### config.mk
export PLATFORM = sky130hd
export DESIGN_NAME = operand_fetch_flat
export DESIGN_NICKNAME = d
export VERILOG_FILES = /design/src/rtl/operand_fetch_if.sv /design/src/rtl/operand_fetch.sv /design/src/flat_wrapper.sv
export SDC_FILE = /design/constraint.sdc
export NUM_CORES = 1
export LEC_CHECK = 0
export ABC_AREA = 1
export BUFFER_PORTS_ARGS = -buffer_cell sky130_fd_sc_hd__buf_2
export CORE_ASPECT_RATIO = 0.75
export CORE_MARGIN = 3
export CORE_UTILIZATION = 40
export DETAILED_ROUTE_END_ITERATION = 16
export GPL_TIMING_DRIVEN = 0
export PLACE_DENSITY = 0.65
export SYNTH_ARGS = -nofsm -noshare
export SYNTH_HDL_FRONTEND = slang
export SYNTH_SLANG_ARGS = --single-unit
### constraint.sdc
create_clock -name clock -period 5.05 [get_ports clock]
set_input_delay 0.2525 -clock clock [delete_from_list [all_inputs] [get_ports clock]]
set_output_delay 0.2525 -clock clock [all_outputs]
set_load 0.005 [all_outputs]
### src/rtl/operand_fetch_if.sv
// Bundle of instruction-in, regfile, writeback and execute-out signals for operand_fetch.
// The slave modport is the operand_fetch view. The master modport is the surrounding pipeline view.
interface operand_fetch_if #(
    parameter int PAYLOAD_W = 32
);
    logic                 in_valid;
    logic                 in_ready;
    logic [4:0]           in_rs_a;
    logic [4:0]           in_rs_b;
    logic [4:0]           in_rd;
    logic                 in_rd_we;
    logic [PAYLOAD_W-1:0] in_payload;

    logic [4:0]           ctrl_readRegA;
    logic [4:0]           ctrl_readRegB;
    logic [31:0]          data_readRegA;
    logic [31:0]          data_readRegB;

    logic                 wb_valid;
    logic [4:0]           wb_rd;
    logic [31:0]          wb_data;

    logic                 ctrl_writeEnable;
    logic [4:0]           ctrl_writeReg;
    logic [31:0]          data_writeReg;

    logic                 out_valid;
    logic                 out_ready;
    logic [31:0]          out_op_a;
    logic [31:0]          out_op_b;
    logic [4:0]           out_rd;
    logic                 out_rd_we;
    logic [PAYLOAD_W-1:0] out_payload;

    modport slave (
        input  in_valid, in_rs_a, in_rs_b, in_rd, in_rd_we, in_payload,
        output in_ready,
        output ctrl_readRegA, ctrl_readRegB,
        input  data_readRegA, data_readRegB,
        input  wb_valid, wb_rd, wb_data,
        output ctrl_writeEnable, ctrl_writeReg, data_writeReg,
        output out_valid, out_op_a, out_op_b, out_rd, out_rd_we, out_payload,
        input  out_ready
    );

    modport master (
        output in_valid, in_rs_a, in_rs_b, in_rd, in_rd_we, in_payload,
        input  in_ready,
        input  ctrl_readRegA, ctrl_readRegB,
        output data_readRegA, data_readRegB,
        output wb_valid, wb_rd, wb_data,
        input  ctrl_writeEnable, ctrl_writeReg, data_writeReg,
        input  out_valid, out_op_a, out_op_b, out_rd, out_rd_we, out_payload,
        output out_ready
    );
endinterface

### src/rtl/operand_fetch.sv
// Operand fetch stage: reads the register file, tracks pending writes per register,
// stalls on RAW hazards, bypasses writeback data and issues through a registered output stage.
module operand_fetch #(
    parameter int PAYLOAD_W = 32,
    parameter int CNT_W     = 2
) (
    input  logic           clock,
    input  logic           ctrl_reset,
    operand_fetch_if.slave bus
);
    localparam logic [CNT_W-1:0] PEND_MAX = '1;

    logic [CNT_W-1:0]     pend [32];
    logic [31:0]          inc_vec;
    logic [31:0]          dec_vec;

    logic                 ok_a, ok_b;
    logic [31:0]          op_a, op_b;
    logic                 rd_full;
    logic                 hazard;
    logic                 ready;
    logic                 accept;

    logic                 out_valid_q;
    logic [31:0]          op_a_q, op_b_q;
    logic [4:0]           rd_q;
    logic                 rd_we_q;
    logic [PAYLOAD_W-1:0] payload_q;

    // Returns {resolved, operand}. A single pending write may be satisfied by this cycle's writeback.
    function automatic logic [32:0] resolve(
        input logic [4:0]       rs,
        input logic [CNT_W-1:0] cnt,
        input logic [31:0]      rf_data,
        input logic             wb_v,
        input logic [4:0]       wb_r,
        input logic [31:0]      wb_d
    );
        logic [32:0] res;
        res = '0;
        if (rs == 5'd0) begin
            res = {1'b1, 32'd0};
        end else if (cnt == '0) begin
            res = {1'b1, rf_data};
        end else if (cnt == CNT_W'(1) && wb_v && wb_r == rs) begin
            res = {1'b1, wb_d};
        end
        return res;
    endfunction

    assign bus.ctrl_readRegA    = bus.in_rs_a;
    assign bus.ctrl_readRegB    = bus.in_rs_b;
    assign bus.ctrl_writeEnable = bus.wb_valid & (bus.wb_rd != 5'd0);
    assign bus.ctrl_writeReg    = bus.wb_rd;
    assign bus.data_writeReg    = bus.wb_data;

    always_comb begin
        {ok_a, op_a} = resolve(bus.in_rs_a, pend[bus.in_rs_a], bus.data_readRegA,
                               bus.wb_valid, bus.wb_rd, bus.wb_data);
        {ok_b, op_b} = resolve(bus.in_rs_b, pend[bus.in_rs_b], bus.data_readRegB,
                               bus.wb_valid, bus.wb_rd, bus.wb_data);
    end

    assign rd_full = bus.in_rd_we && (bus.in_rd != 5'd0) && (pend[bus.in_rd] == PEND_MAX);
    assign hazard  = !ok_a || !ok_b || rd_full;
    assign ready   = ctrl_reset && (!out_valid_q || bus.out_ready) && !hazard;
    assign accept  = bus.in_valid && ready;

    assign bus.in_ready = ready;

    always_comb begin
        inc_vec = '0;
        dec_vec = '0;
        if (accept && bus.in_rd_we && bus.in_rd != 5'd0) begin
            inc_vec[bus.in_rd] = 1'b1;
        end
        // Writeback with nothing pending still reaches the regfile but must not underflow.
        if (bus.wb_valid && bus.wb_rd != 5'd0 && pend[bus.wb_rd] != '0) begin
            dec_vec[bus.wb_rd] = 1'b1;
        end
    end

    always_ff @(posedge clock) begin
        if (!ctrl_reset) begin
            for (int r = 0; r < 32; r++) begin
                pend[r] <= '0;
            end
        end else begin
            pend[0] <= '0;
            for (int r = 1; r < 32; r++) begin
                if (inc_vec[r] && !dec_vec[r]) begin
                    pend[r] <= pend[r] + CNT_W'(1);
                end else if (dec_vec[r] && !inc_vec[r]) begin
                    pend[r] <= pend[r] - CNT_W'(1);
                end
            end
        end
    end

    always_ff @(posedge clock) begin
        if (!ctrl_reset) begin
            out_valid_q <= 1'b0;
            op_a_q      <= '0;
            op_b_q      <= '0;
            rd_q        <= '0;
            rd_we_q     <= 1'b0;
            payload_q   <= '0;
        end else if (accept) begin
            out_valid_q <= 1'b1;
            op_a_q      <= op_a;
            op_b_q      <= op_b;
            rd_q        <= bus.in_rd;
            rd_we_q     <= bus.in_rd_we;
            payload_q   <= bus.in_payload;
        end else if (bus.out_ready) begin
            out_valid_q <= 1'b0;
        end
    end

    assign bus.out_valid   = out_valid_q;
    assign bus.out_op_a    = op_a_q;
    assign bus.out_op_b    = op_b_q;
    assign bus.out_rd      = rd_q;
    assign bus.out_rd_we   = rd_we_q;
    assign bus.out_payload = payload_q;
endmodule

### src/flat_wrapper.sv
// flat-port wrapper written by rule: the top's interface ports become plain ports
module operand_fetch_flat 
#(
    parameter int PAYLOAD_W = 32,
    parameter int CNT_W     = 2
)
  (clock, ctrl_reset, bus_in_valid, bus_in_rs_a, bus_in_rs_b, bus_in_rd, bus_in_rd_we, bus_in_payload, bus_in_ready, bus_ctrl_readRegA, bus_ctrl_readRegB, bus_data_readRegA, bus_data_readRegB, bus_wb_valid, bus_wb_rd, bus_wb_data, bus_ctrl_writeEnable, bus_ctrl_writeReg, bus_data_writeReg, bus_out_valid, bus_out_op_a, bus_out_op_b, bus_out_rd, bus_out_rd_we, bus_out_payload, bus_out_ready);
  operand_fetch_if #(.PAYLOAD_W(PAYLOAD_W)) bus_i ();
  input  logic clock;
  input  logic ctrl_reset;
  input wire logic [$bits(bus_i.in_valid)-1:0] bus_in_valid;
  input wire logic [$bits(bus_i.in_rs_a)-1:0] bus_in_rs_a;
  input wire logic [$bits(bus_i.in_rs_b)-1:0] bus_in_rs_b;
  input wire logic [$bits(bus_i.in_rd)-1:0] bus_in_rd;
  input wire logic [$bits(bus_i.in_rd_we)-1:0] bus_in_rd_we;
  input wire logic [$bits(bus_i.in_payload)-1:0] bus_in_payload;
  output wire logic [$bits(bus_i.in_ready)-1:0] bus_in_ready;
  output wire logic [$bits(bus_i.ctrl_readRegA)-1:0] bus_ctrl_readRegA;
  output wire logic [$bits(bus_i.ctrl_readRegB)-1:0] bus_ctrl_readRegB;
  input wire logic [$bits(bus_i.data_readRegA)-1:0] bus_data_readRegA;
  input wire logic [$bits(bus_i.data_readRegB)-1:0] bus_data_readRegB;
  input wire logic [$bits(bus_i.wb_valid)-1:0] bus_wb_valid;
  input wire logic [$bits(bus_i.wb_rd)-1:0] bus_wb_rd;
  input wire logic [$bits(bus_i.wb_data)-1:0] bus_wb_data;
  output wire logic [$bits(bus_i.ctrl_writeEnable)-1:0] bus_ctrl_writeEnable;
  output wire logic [$bits(bus_i.ctrl_writeReg)-1:0] bus_ctrl_writeReg;
  output wire logic [$bits(bus_i.data_writeReg)-1:0] bus_data_writeReg;
  output wire logic [$bits(bus_i.out_valid)-1:0] bus_out_valid;
  output wire logic [$bits(bus_i.out_op_a)-1:0] bus_out_op_a;
  output wire logic [$bits(bus_i.out_op_b)-1:0] bus_out_op_b;
  output wire logic [$bits(bus_i.out_rd)-1:0] bus_out_rd;
  output wire logic [$bits(bus_i.out_rd_we)-1:0] bus_out_rd_we;
  output wire logic [$bits(bus_i.out_payload)-1:0] bus_out_payload;
  input wire logic [$bits(bus_i.out_ready)-1:0] bus_out_ready;
  assign bus_i.in_valid = bus_in_valid;
  assign bus_i.in_rs_a = bus_in_rs_a;
  assign bus_i.in_rs_b = bus_in_rs_b;
  assign bus_i.in_rd = bus_in_rd;
  assign bus_i.in_rd_we = bus_in_rd_we;
  assign bus_i.in_payload = bus_in_payload;
  assign bus_in_ready = bus_i.in_ready;
  assign bus_ctrl_readRegA = bus_i.ctrl_readRegA;
  assign bus_ctrl_readRegB = bus_i.ctrl_readRegB;
  assign bus_i.data_readRegA = bus_data_readRegA;
  assign bus_i.data_readRegB = bus_data_readRegB;
  assign bus_i.wb_valid = bus_wb_valid;
  assign bus_i.wb_rd = bus_wb_rd;
  assign bus_i.wb_data = bus_wb_data;
  assign bus_ctrl_writeEnable = bus_i.ctrl_writeEnable;
  assign bus_ctrl_writeReg = bus_i.ctrl_writeReg;
  assign bus_data_writeReg = bus_i.data_writeReg;
  assign bus_out_valid = bus_i.out_valid;
  assign bus_out_op_a = bus_i.out_op_a;
  assign bus_out_op_b = bus_i.out_op_b;
  assign bus_out_rd = bus_i.out_rd;
  assign bus_out_rd_we = bus_i.out_rd_we;
  assign bus_out_payload = bus_i.out_payload;
  assign bus_i.out_ready = bus_out_ready;
  operand_fetch #(.PAYLOAD_W(PAYLOAD_W), .CNT_W(CNT_W)) u_core (.clock(clock), .ctrl_reset(ctrl_reset), .bus(bus_i));
endmodule
==> impl_metrics.json <==
{
  "cts_tree": "done",
  "path_clk_slew_ps": 70,
  "synthTopCellsByArea": "nand2_1 18%, dfxtp_1 18%, edfxtp_1 16%",
  "syn-instance-count": 1754,
  "layout.cells.non_filler": 2458,
  "min_from": "bus_in_payload[19]",
  "synth_area_sq_um": 11300,
  "worstPathArrival_ps": 3440,
  "grt_usage_pct": 30.1,
  "core.rowCount": 52,
  "cp_common_cell": "nand2_1",
  "dpl_cell_area_sq_um": 13300,
  "max_freq_mhz": 299,
  "tightest_slew_ps": 898,
  "drc": 0,
  "worstPathRequired_ps": 5150,
  "final_layout_size_suffix_gt1_share_pct": 21.6,
  "place_ws_ps": 1500,
  "synth.distinct_cells": 42,
  "cp_cell_sequence": "inv_1 -> nand2_1 -> nand3_1 -> nand2_1 -> nand2_1 -> nand2_1 -> nor2_1 -> nand2_1 -> nand2_1 -> o21ai_2 -> nor2_4 -> nand3_4 -> nor2_2 -> nand3_1 -> o21ai_0",
  "gp_congestion": 1.01,
  "gr-total-overflow": 0,
  "num_vias": 13309,
  "grt_first_pass_wirelength_mm": 70.2,
  "synth_commonest_cells": "555 x nand2_1, 203 x nand3_1, 165 x a21oi_1, 165 x inv_1, 103 x dfxtp_1",
  "cts-root-buf": "clkbuf_16",
  "synth_top_area_share_pct": 18.4,
  "path_buf_inv": 1,
  "rsz0062_at_grt": "no",
  "io_pins": 306,
  "max-vdd-ir-drop_mv": 0.228,
  "nets": 2221,
  "hp-class": "input port to flip-flop",
  "crit_path_end_kind": "flip-flop",
  "outcome": "complete, no violations",
  "synth_area_leader_cell": "nand2_1",
  "fill_cells": 2879,
  "viasPerCell": 5.41,
  "wl_mm": 48.4,
  "postCtsSetupBuffers": 0,
  "power_uw": 3620,
  "ys_warn_count": 0,
  "hold_buffers": 0,
  "powerDensity_nw_per_um2": 261,
  "cp-start-kind": "flip-flop",
  "timing.final.crit_share_pct": 66.2,
  "finalSetupTns_ps": 0,
  "drt_pass1_iterations": 6,
  "numCtsBuffers": 17,
  "cp_top_family": "simple AND/OR/NAND/NOR gates",
  "syn-num-nets": 1908,
  "regToRegSetupSlack_ps": 1710,
  "maxSlewHeadroom_pct": 39.9,
  "cts_htree_levels": 4,
  "dieHeight_um": 152,
  "clock_latency_ps": 450,
  "die-area_sq_um": 30400,
  "crit_path_start": "u_core.pend[6][0]$_SDFFCE_PN0P_",
  "clockBufferDepth": 2,
  "slew_viol_final": 0,
  "port-buffer-count": 294,
  "dr.first_iter.drc_count": 1579,
  "synth_async_sr_flop_share_pct": 0,
  "finalInstanceArea_sq_um": 13900,
  "ant_nets": 0,
  "yosysSeqAreaShare_pct": 34.7,
  "critPathKind": "flip-flop to flip-flop",
  "setup_slack_ps": 1710,
  "post_synth.cell_area_avg_sq_um": 6.45,
  "finalHoldViolations": 0,
  "antenna_found_initial": 0,
  "dp_hpwl_mm": 38.0,
  "place_inst": 2426,
  "grt_max_degree": 18,
  "slowest_delay_ps": 600,
  "slowest_stage": "edfxtp_1",
  "synth_seq_cells": 165,
  "synth_most_common_cell": "nand2_1",
  "ctsResizeCount": 0,
  "grt_pass1_vias": 11881,
  "maxCapViolations": 0,
  "reg2reg_from": "u_core.pend[6][0]$_SDFFCE_PN0P_",
  "path_max_fanout": 10,
  "num_antenna_cells": 0,
  "synth_ff_type": "dfxtp_1",
  "area_growth_pct": 22.6,
  "initial_core_util_pct": 41.3,
  "numClockSinks": 165,
  "skew_ps": 21.6,
  "die_width_um": 200,
  "p_leak_uw": 0.00658,
  "avgRoutedWirePerCell_um": 19.7,
  "core_sq_um": 27400,
  "finalCriticalPeriod_ps": 3340,
  "setup_viol": 0,
  "synth-edff-count": 62
}
## state kept, by name, indices dropped and copies added (netlist names)
register	flops
u_core.bus.out_op_b	32
u_core.bus.out_op_a	32
u_core.pend	62
u_core.bus.out_valid	1
u_core.bus.out_rd_we	1
u_core.bus.out_rd	5
u_core.bus.out_payload	32
## layer usage
layer	track usage, %	wire length, um	up-vias
met3	7.58	5370	65
li1	-	-	6335
met4	7.07	764	0
met1	42.8	21500	6170
met2	45.9	20800	739
met5	0	0	-
## final timing paths
path	cells past startpoint	endpoint
worst min-delay path	3	u_core.bus.out_payload[19]$_SDFFE_PN0P_
worst max-delay path	15	u_core.pend[22][0]$_SDFFCE_PN0P_
worst max register to register	15	u_core.pend[22][0]$_SDFFCE_PN0P_
worst min register to register	2	u_core.bus.out_payload[13]$_SDFFE_PN0P_
## layout by cell type (no fill, tap or decap), types with 2 or more instances in the layout
cell type  count
a21oi_1      165
buf_1          4
buf_2        330
buf_4         56
buf_6          3
clkbuf_1      49
clkbuf_16     18
clkinv_8       2
dfxtp_1      103
edfxtp_1      62
inv_1        165
inv_2          4
inv_4          3
inv_6          5
inv_8          3
nand2_1      555
nand3_1      203
nand3b_1       6
nand4_1       19
nor2_1       100
nor2_2         4
nor2_4         3
nor3_1         7
nor3_2         8
nor4_1         3
o211ai_1      14
o21ai_0       93
o21ai_1        9
o21bai_1       2
o22ai_1       33
or2_2          2
xnor2_1        9
xor2_1        23
## power breakdown
group | switching [uW] | internal [uW] | total [uW]
sequential | 86.8 | 1430 | 1520
clock | 644 | 750 | 1390
combinational | 451 | 250 | 702
total | 1180 | 2430 | 3620
## cell type report
| cell class | instances | area, sq um | share of cell area [%] |
|---|---|---|---|
| clock inverter | 13 | 153 | 1.10 |
| tap | 378 | 473 | 3.41 |
| clock buffer | 19 | 464 | 3.35 |
| multi-input combinational | 1269 | 5910 | 42.6 |
| inverter | 172 | 649 | 4.68 |
| timing repair buffer | 294 | 1470 | 10.6 |
| sequential | 165 | 3920 | 28.3 |
| buffer | 148 | 833 | 6.01 |
## per-stage QoR
stage | hold WS, ps | utilization, %
2_1_floorplan | 396 | -
3_3_place_gp | 449 | 48.4
3_5_place_dp | 453 | 48.4
4_1_cts | 35.1 | 50.6
5_1_grt | 35.7 | 50.6
6_report | 46.4 | 50.6
## cells by family after synthesis
group                     synth area share, %
and+or+nand+nor                          34.5
AOI/OAI and AO/OA                        15.2
buffers and inverters                    13.1
DFF                                      34.7
xor gates and xnor gates                 2.48
## worst min-delay path: cells and delay by family
kind,cells,cell delay [ps]
buffers and inverters,1,90
AO/OA/AOI/OAI,1,50
AND/OR/NAND/NOR,1,50
Power figures use the tool's default switching activity.
